--- config.mk ---
export PLATFORM = sky130hd
export DESIGN_NAME = motoro3_step_sequencer_flat
export DESIGN_NICKNAME = d
export VERILOG_FILES = /design/src/rtl/motoro3_pkg.sv /design/src/rtl/motoro3_step_sequencer_if.sv /design/src/rtl/motoro3_step_sequencer.sv /design/src/flat_wrapper.sv
export SDC_FILE = /design/constraint.sdc
export NUM_CORES = 1
export LEC_CHECK = 0
export ABC_AREA = 1
export CAP_MARGIN = 25
export CORE_UTILIZATION = 55
export DETAILED_ROUTE_END_ITERATION = 7
export PLACE_DENSITY = 0.79
export SETUP_SLACK_MARGIN = 0.15
export SYNTH_ARGS = -nofsm -noshare
export SYNTH_HDL_FRONTEND = slang
export SYNTH_SLANG_ARGS = --single-unit
--- constraint.sdc ---
create_clock -name clk -period 3.34 [get_ports clk]
set_input_delay 1.002 -clock clk [delete_from_list [all_inputs] [get_ports clk]]
set_output_delay 1.002 -clock clk [all_outputs]
set_load 0.03 [all_outputs]
--- src/rtl/motoro3_pkg.sv ---
// Shared motoro3 definitions: sequencer state encoding, step limits and the
// commutation step-group constants also used by the PWM generator.
package motoro3_pkg;

   typedef enum logic {
      ST_IDLE = 1'b0,
      ST_RUN  = 1'b1
   } m3_state_e;

   localparam logic [3:0]  STEP_LAST = 4'd11;
   localparam int unsigned MIN_LEN   = 4;

   // Step groups: every third step (four per cycle) and every sixth (two per cycle)
   localparam logic [3:0] STEP_GRP4 [4] = '{4'd0, 4'd3, 4'd6, 4'd9};
   localparam logic [3:0] STEP_GRP2 [2] = '{4'd0, 4'd6};

   function automatic logic f_isGrp4Start(input logic [3:0] step);
      return (step == STEP_GRP4[0]) || (step == STEP_GRP4[1]) ||
             (step == STEP_GRP4[2]) || (step == STEP_GRP4[3]);
   endfunction

   function automatic logic f_isGrp2Start(input logic [3:0] step);
      return (step == STEP_GRP2[0]) || (step == STEP_GRP2[1]);
   endfunction

endpackage

--- src/rtl/motoro3_step_sequencer_if.sv ---
// Control/status bundle between the motoro3 register block (master) and the
// step sequencer (slave).
interface motoro3_step_sequencer_if #(
   parameter int unsigned CNT_W = 25,
   parameter int unsigned CYC_W = 16
);
   import motoro3_pkg::*;

   logic             m3r_runEn;
   logic             m3r_abort;
   logic [CNT_W-1:0] m3r_stepLen;
   logic [3:0]       sgStep;
   logic [CNT_W-1:0] m3cnt;
   logic             m3cntFirst2;
   logic             m3cntFirst1;
   logic             m3cntLast1;
   logic             m3cntLast2;
   logic             pwmActive1;
   logic             pwmLastStep1;
   logic             cycleDone;
   logic [CYC_W-1:0] cycleCnt;
   logic             busy;

   modport master (
      output m3r_runEn, m3r_abort, m3r_stepLen,
      input  sgStep, m3cnt, m3cntFirst2, m3cntFirst1, m3cntLast1, m3cntLast2,
             pwmActive1, pwmLastStep1, cycleDone, cycleCnt, busy
   );

   modport slave (
      input  m3r_runEn, m3r_abort, m3r_stepLen,
      output sgStep, m3cnt, m3cntFirst2, m3cntFirst1, m3cntLast1, m3cntLast2,
             pwmActive1, pwmLastStep1, cycleDone, cycleCnt, busy
   );

endinterface

--- src/rtl/motoro3_step_sequencer.sv ---
// 12-step commutation sequencer: per-step down counter, step strobes and the
// run/last-step qualifiers feeding the motoro3 PWM generator.
module motoro3_step_sequencer #(
   parameter int unsigned CNT_W     = 25,
   parameter logic [3:0]  STEP_LAST = 4'd11,
   parameter int unsigned MIN_LEN   = 4,
   parameter int unsigned CYC_W     = 16
) (
   input logic                     clk,
   input logic                     nRst,
   motoro3_step_sequencer_if.slave bus
);
   import motoro3_pkg::*;

   m3_state_e        r_state;
   logic [3:0]       r_step;
   logic [CNT_W-1:0] r_cnt;
   logic [CNT_W-1:0] r_lenS;
   logic             r_stopPend;
   logic [CYC_W-1:0] r_cycCnt;

   m3_state_e        w_stateNxt;
   logic [3:0]       w_stepNxt;
   logic [CNT_W-1:0] w_cntNxt;
   logic [CNT_W-1:0] w_lenSNxt;
   logic             w_stopNxt;
   logic [CYC_W-1:0] w_cycNxt;
   logic [CNT_W-1:0] w_lenNew;
   logic             w_run;
   logic             w_cntZero;

   function automatic logic [CNT_W-1:0] f_effLen(input logic [CNT_W-1:0] len);
      return (len < CNT_W'(MIN_LEN)) ? CNT_W'(MIN_LEN) : len;
   endfunction

   function automatic logic [CYC_W-1:0] f_satInc(input logic [CYC_W-1:0] v);
      return (&v) ? v : v + CYC_W'(1);
   endfunction

   assign w_lenNew  = f_effLen(bus.m3r_stepLen);
   assign w_run     = (r_state == ST_RUN);
   assign w_cntZero = (r_cnt == '0);

   always_comb begin
      w_stateNxt = r_state;
      w_stepNxt  = r_step;
      w_cntNxt   = r_cnt;
      w_lenSNxt  = r_lenS;
      w_stopNxt  = r_stopPend;
      w_cycNxt   = r_cycCnt;

      unique case (r_state)
         ST_IDLE: begin
            if (bus.m3r_runEn) begin
               w_stateNxt = ST_RUN;
               w_stepNxt  = 4'd0;
               w_lenSNxt  = w_lenNew;
               w_cntNxt   = w_lenNew - CNT_W'(1);
               w_stopNxt  = 1'b0;
            end
         end
         ST_RUN: begin
            // A dropped runEn only arms the stop; the cycle always completes
            w_stopNxt = ~bus.m3r_runEn;
            if (!w_cntZero) begin
               w_cntNxt = r_cnt - CNT_W'(1);
            end else begin
               w_lenSNxt = w_lenNew;
               if (r_step != STEP_LAST) begin
                  w_stepNxt = r_step + 4'd1;
                  w_cntNxt  = w_lenNew - CNT_W'(1);
               end else begin
                  w_cycNxt  = f_satInc(r_cycCnt);
                  w_stepNxt = 4'd0;
                  if (r_stopPend) begin
                     w_stateNxt = ST_IDLE;
                     w_cntNxt   = '0;
                     w_stopNxt  = 1'b0;
                  end else begin
                     w_cntNxt = w_lenNew - CNT_W'(1);
                  end
               end
            end
         end
         default: begin
            w_stateNxt = ST_IDLE;
         end
      endcase

      // Abort overrides everything, including the end-of-cycle count
      if (bus.m3r_abort) begin
         w_stateNxt = ST_IDLE;
         w_stepNxt  = 4'd0;
         w_cntNxt   = '0;
         w_stopNxt  = 1'b0;
         w_cycNxt   = r_cycCnt;
      end
   end

   always_ff @(negedge clk or negedge nRst) begin
      if (!nRst) begin
         r_state    <= ST_IDLE;
         r_step     <= 4'd0;
         r_cnt      <= '0;
         r_lenS     <= CNT_W'(MIN_LEN);
         r_stopPend <= 1'b0;
         r_cycCnt   <= '0;
      end else begin
         r_state    <= w_stateNxt;
         r_step     <= w_stepNxt;
         r_cnt      <= w_cntNxt;
         r_lenS     <= w_lenSNxt;
         r_stopPend <= w_stopNxt;
         r_cycCnt   <= w_cycNxt;
      end
   end

   // Strobes decode from registered state; lenS >= MIN_LEN keeps them disjoint
   assign bus.sgStep       = r_step;
   assign bus.m3cnt        = r_cnt;
   assign bus.m3cntFirst2  = w_run && (r_cnt == r_lenS - CNT_W'(1));
   assign bus.m3cntFirst1  = w_run && (r_cnt == r_lenS - CNT_W'(2));
   assign bus.m3cntLast1   = w_run && (r_cnt == CNT_W'(1));
   assign bus.m3cntLast2   = w_run && w_cntZero;
   assign bus.pwmActive1   = w_run;
   assign bus.pwmLastStep1 = w_run && r_stopPend && (r_step == STEP_LAST);
   assign bus.cycleDone    = w_run && w_cntZero && (r_step == STEP_LAST);
   assign bus.cycleCnt     = r_cycCnt;
   assign bus.busy         = w_run;

endmodule

--- src/flat_wrapper.sv ---
// flat-port wrapper written by rule: the top's interface ports become plain ports
module motoro3_step_sequencer_flat import motoro3_pkg::*;
#(
   parameter int unsigned CNT_W     = 25,
   parameter logic [3:0]  STEP_LAST = 4'd11,
   parameter int unsigned MIN_LEN   = 4,
   parameter int unsigned CYC_W     = 16
)
  (clk, nRst, bus_m3r_runEn, bus_m3r_abort, bus_m3r_stepLen, bus_sgStep, bus_m3cnt, bus_m3cntFirst2, bus_m3cntFirst1, bus_m3cntLast1, bus_m3cntLast2, bus_pwmActive1, bus_pwmLastStep1, bus_cycleDone, bus_cycleCnt, bus_busy);
  motoro3_step_sequencer_if #(.CNT_W(CNT_W), .CYC_W(CYC_W)) bus_i ();
  input logic clk;
  input logic nRst;
  input wire logic [$bits(bus_i.m3r_runEn)-1:0] bus_m3r_runEn;
  input wire logic [$bits(bus_i.m3r_abort)-1:0] bus_m3r_abort;
  input wire logic [$bits(bus_i.m3r_stepLen)-1:0] bus_m3r_stepLen;
  output wire logic [$bits(bus_i.sgStep)-1:0] bus_sgStep;
  output wire logic [$bits(bus_i.m3cnt)-1:0] bus_m3cnt;
  output wire logic [$bits(bus_i.m3cntFirst2)-1:0] bus_m3cntFirst2;
  output wire logic [$bits(bus_i.m3cntFirst1)-1:0] bus_m3cntFirst1;
  output wire logic [$bits(bus_i.m3cntLast1)-1:0] bus_m3cntLast1;
  output wire logic [$bits(bus_i.m3cntLast2)-1:0] bus_m3cntLast2;
  output wire logic [$bits(bus_i.pwmActive1)-1:0] bus_pwmActive1;
  output wire logic [$bits(bus_i.pwmLastStep1)-1:0] bus_pwmLastStep1;
  output wire logic [$bits(bus_i.cycleDone)-1:0] bus_cycleDone;
  output wire logic [$bits(bus_i.cycleCnt)-1:0] bus_cycleCnt;
  output wire logic [$bits(bus_i.busy)-1:0] bus_busy;
  assign bus_i.m3r_runEn = bus_m3r_runEn;
  assign bus_i.m3r_abort = bus_m3r_abort;
  assign bus_i.m3r_stepLen = bus_m3r_stepLen;
  assign bus_sgStep = bus_i.sgStep;
  assign bus_m3cnt = bus_i.m3cnt;
  assign bus_m3cntFirst2 = bus_i.m3cntFirst2;
  assign bus_m3cntFirst1 = bus_i.m3cntFirst1;
  assign bus_m3cntLast1 = bus_i.m3cntLast1;
  assign bus_m3cntLast2 = bus_i.m3cntLast2;
  assign bus_pwmActive1 = bus_i.pwmActive1;
  assign bus_pwmLastStep1 = bus_i.pwmLastStep1;
  assign bus_cycleDone = bus_i.cycleDone;
  assign bus_cycleCnt = bus_i.cycleCnt;
  assign bus_busy = bus_i.busy;
  motoro3_step_sequencer #(.CNT_W(CNT_W), .STEP_LAST(STEP_LAST), .MIN_LEN(MIN_LEN), .CYC_W(CYC_W)) u_core (.clk(clk), .nRst(nRst), .bus(bus_i));
endmodule
==> metrics, run 1 <==
Port Buffers=81; tool error=[ERROR DPL-0038] Utilization greater than 100%, impossible to legalize; Ys Warns=0; Chip Height=110.7 um; Mean Syn Cell Area=6.133 um2; ys flop type=dfrtn_1; # clock sinks=72; cts bufs inserted=9; post-cts sizing count=402; H-Tree Depth=3; gpl congestion=0.9726; Syn Nets=1,096; hpwl dp=19.79 mm; Hold Buf Count CTS=0; Seq/Total Area, Yosys=27.76%; Initial Util=56.64%; Cell Area, Placed=0.009657 mm2; status=did not finish; Synth Instances=1,059; netlist area before placement=0.006495 mm2; EDFF count, synth=0; FFs w/ async S/R, synth=100.0%; I/O Pins=82; Root Buffer=clkbuf_16; Clock Tree Buf Depth=2; count of cell types in the netlist=43; die width=110.7 um; register bit total from synthesis=72; number of setup buffers added after CTS=80; failing step=4_1_cts; Cell Rows=39
logic make-up after synthesis:
| kind of cell | synth area share, % |
|---|---|
| XOR/XNOR | 8.823 |
| AND/OR/NAND/NOR | 45.71 |
| buffers and inverters | 9.131 |
| adder cells (fa/ha/maj) | 1.541 |
| flip-flops | 27.76 |
| AO/OA/AOI/OAI | 7.032 |
stage by stage:
stage | setup slack, ns | std cells | TNS (ns) | utilization, % | hold slack (ns)
after floorplan | -1.118 | 1059 | -21.25 | - | 0.4653
after global placement | -1.448 | 1526 | -71.10 | 84.21 | 0.4764
after detailed placement | -1.533 | 1526 | -73.75 | 84.21 | 0.4986
Yosys cell counts, drive strengths merged (2+ instances only):
library cell,number,area (um2)
nor3,18,90.09
or2,6,40.04
nor4,5,31.28
xnor3,3,67.56
xnor2,18,157.7
inv,117,439.2
nand4,16,100.1
buf,16,126.4
ha,8,100.1
o21ai,69,345.3
clkbuf,5,22.52
a21oi,14,70.07
xor2,37,324.1
dfrtn,71,1777
nand2,363,1393
and2,2,15.02
a31oi,2,12.51
nor2,184,764.5
nand3,97,528.0
==> run 2: changes to the inputs <==
--- a/config.mk
+++ b/config.mk
@@ -7,10 +7,9 @@
 export LEC_CHECK = 0
 export ABC_AREA = 1
 export CAP_MARGIN = 25
-export CORE_UTILIZATION = 55
+export CORE_UTILIZATION = 40
 export DETAILED_ROUTE_END_ITERATION = 7
-export PLACE_DENSITY = 0.79
-export SETUP_SLACK_MARGIN = 0.15
+export PLACE_DENSITY_LB_ADDON = 0.15
 export SYNTH_ARGS = -nofsm -noshare
 export SYNTH_HDL_FRONTEND = slang
 export SYNTH_SLANG_ARGS = --single-unit
==> run 2 against run 1 <==
Net effect:
- the flow now finishes, with violations (setup timing)
- synthesized area unchanged
- synthesized cell count unchanged
==> metrics, run 2 <==
HP Start=u_core.r_lenS[9]$_DFFE_NN0P_; count of cell types in the netlist=43 (unchanged); Cell Rows=46 (was 39); failing checks=setup timing; Mean Syn Cell Area=6.133 um2 (unchanged); Worst-Margin Slew=0.5038 ns; gpl congestion=0.9813 (was 0.9726); Chip Height=129.4 um (was 110.7 um); Port Buffers=81 (unchanged); hpwl dp=19.25 mm (was 19.79 mm); Clock Tree Buf Depth=2 (unchanged); I/O Pins=82 (unchanged); switching part of the total power=38.89%; final hold vios=0; arrival time worst endpoint=4.07 ns; post-route ant nets=0; cts bufs inserted=9 (unchanged); placed cells=1,595 (was 1,526); FFs w/ async S/R, synth=100.0% (unchanged); netlist area before placement=0.006495 mm2 (unchanged); Max-slew headroom=66.15%; Seq/Total Area, Yosys=27.76% (unchanged); reported net switching power=0.001564 W; 1st-pass router iterations=8; count leader, synth=nand2_1 (unchanged); largest net degree at the start of global routing=38; DRC Markers=0; Synth top cells by count=nand2_1, nor2_1, inv_1 (unchanged); register bit total from synthesis=72 (unchanged); power share of the combinational group=48.9%; clock latency on the worst-skew pair=0.40 ns; FILL cells=1,162; final setup margin=-1.734 ns; Seq pwr share=26.3%; via count=8,653; max-slew violation count=0; CP required=2.34 ns; GR Overflow Total=0; CORE AREA=0.01589 mm2; CP startpoint kind=flop; share of cells above drive strength 1=43.28%; post-synth top area share=27.36% (unchanged); clock power share=24.8%; Hold Crit Class=flop to flop; Synth Instances=1,059 (unchanged); Reg2Reg Depth=30; final cell count without fillers=1,711; commonest non-fill, non-tap cells in the layout=nand2_1, buf_4, buf_6; Reg clk slew, reported paths=0.05 ns; Max FO, Critical Path=4; hold depth=2; Cell Pwr Density=339.5 mW/mm2; P&R area growth vs syn=82.35%; initial antenna violation count=0; flop-to-flop setup slack=-0.63 ns; via-per-instance ratio=5.057; VDD IR max=0.2606 mV; FF-to-FF End=u_core.bus.m3cnt[20]$_DFFE_NN0P_; crit-path cells=inv_4 > ha_4 > inv_1 > nand2_1 > nand3_1 > nor2_2 > nand3_1 > nor2_2 > nand2_1 > nor2_1 > nand2_1 > nor2_2 > nand3_2 > nor2_4 > buf_6; Antenna Cells=0; unrepaired setup endpoints after global routing=true; status=finished with violations (was did not finish); DRT iter0 DRCs=755; Initial Util=40.89% (was 56.64%); H-Tree Depth=3 (unchanged); gr usage total=32.87%; vias in the first global route=8,248; die area=0.01675 mm2; Hold Buf Count CTS=0 (unchanged); Worst R2R Start=u_core.bus.m3cnt[1]$_DFFE_NN0P_; Critical Path Max Stage Delay=0.45 ns; Syn Nets=1,096 (unchanged); Root Buffer=clkbuf_16 (unchanged); worst hold endpoint=u_core.r_lenS[9]$_DFFE_NN0P_; first-pass GRT wire length=41.71 mm; static leakage=6.021 nW; pre-CTS setup slack=-1.526 ns (was -1.533 ns); CTS tree=yes; Total Power=0.004021 W; ys flop type=dfrtn_1 (unchanged); top cells by area, synth=dfrtn_1, nand2_1, nor2_1 (unchanged); Ys Warns=0 (unchanged); WL final=27.44 mm; count of nets after finishing=1,527; Setup violations, final=80; EDFF count, synth=0 (unchanged); P_int=0.002457 W; leading cell type in the layout, fill and taps excluded=nand2_1; Final Skew=0.05489 ns; # clock sinks=72 (unchanged); crit path kind=flop to output pin; maxcap violations=0; Worst path slowest cell=dfrtn_1; CP endpoint kind=output pin; WL/cell=16.04 um; die width=129.4 um (was 110.7 um); biggest area consumer among synthesized cells=dfrtn_1 (unchanged); fin util=74.56%
-- run 2: cell counts after synthesis --
No cell type changed its count.
-- run 2: cell type report --
| type | count | area, um2 | area share (%) |
|---|---|---|---|
| tap | 216 | 270.3 | 2.282 |
| clock inverter | 7 | 72.57 | 0.6127 |
| timing repair buffer | 441 | 4039 | 34.10 |
| sequential | 72 | 1803 | 15.22 |
| inverter | 117 | 484.2 | 4.088 |
| multi-input combinational | 848 | 4946 | 41.76 |
| clock buffer | 10 | 229.0 | 1.933 |
-- run 2: cell families after synthesis --
logic type	after synthesis	share of synthesized area, %
AND/OR/NAND/NOR	692	45.71
buffers and inverters	139	9.131
AO/OA/AOI/OAI	89	7.032
flip-flops	72	27.76
XOR/XNOR	59	8.823
adder cells (fa/ha/maj)	8	1.541
-- run 2: worst max-delay path by stage --
stage	start	end	depth (start not counted)
CTS	u_core.r_lenS[2]$_DFFE_NN1P_	bus_m3cntFirst2	15
floorplan	u_core.r_lenS[2]$_DFFE_NN1P_	bus_m3cntFirst1	12
global route	u_core.r_lenS[2]$_DFFE_NN1P_	bus_m3cntFirst2	15
detailed placement	bus_m3r_stepLen[22]	u_core.bus.m3cnt[18]$_DFFE_NN0P_	16
global placement	bus_m3r_stepLen[22]	u_core.bus.m3cnt[18]$_DFFE_NN0P_	16
finish	u_core.r_lenS[1]$_DFFE_NN0P_	bus_m3cntFirst2	15
-- run 2: power groups by stage --
| stage | sequential [W] | clock [W] | combinational [W] |
|---|---|---|---|
| global placement | 0.00106 | 0.00000375 | 0.00165 |
| finish | 0.00106 | 0.000998 | 0.00197 |
| detailed placement | 0.00106 | 0.00000375 | 0.00166 |
| CTS | 0.00105 | 0.00101 | 0.00186 |
| floorplan | 0.00113 | 0.00000375 | 0.000828 |
| global route | 0.00106 | 0.00104 | 0.00213 |
-- run 2: worst max-delay path: cells and delay by family, from the launching register on --
kind	cells	cell delay [ns]
and+or+nand+nor	11	1.09
DFF	1	0.45
adders and majority gates	1	0.27
buffers and inverters	3	0.25
-- run 2: through the flow --
step / TNS [ns] / cell area (um2) / hold WS, ns
after floorplan: -21.22 / 6893 / 0.4653
after global placement: -71.16 / 9713 / 0.4606
after detailed placement: -72.81 / 9713 / 0.4715
after CTS: -39.49 / 11340 / 0.5170
after global routing: -47.47 / 11840 / 0.5842
final: -43.46 / 11840 / 0.5317
-- run 2: timing repair --
action	CTS	global route
cloned	4	0
endpoints found under the setup margin	124	92
buffers inserted	105	45
resized for setup	310	96
pin swaps	84	88
-- run 2: per-layer routing --
metal / share of wire (%) / track usage [%]
met5: 0 / 0
met4: 3.5 / 13.61
met1: 42 / 43.15
met3: 6.8 / 4.872
met2: 48 / 54.17
Power figures use the tool's default switching activity.
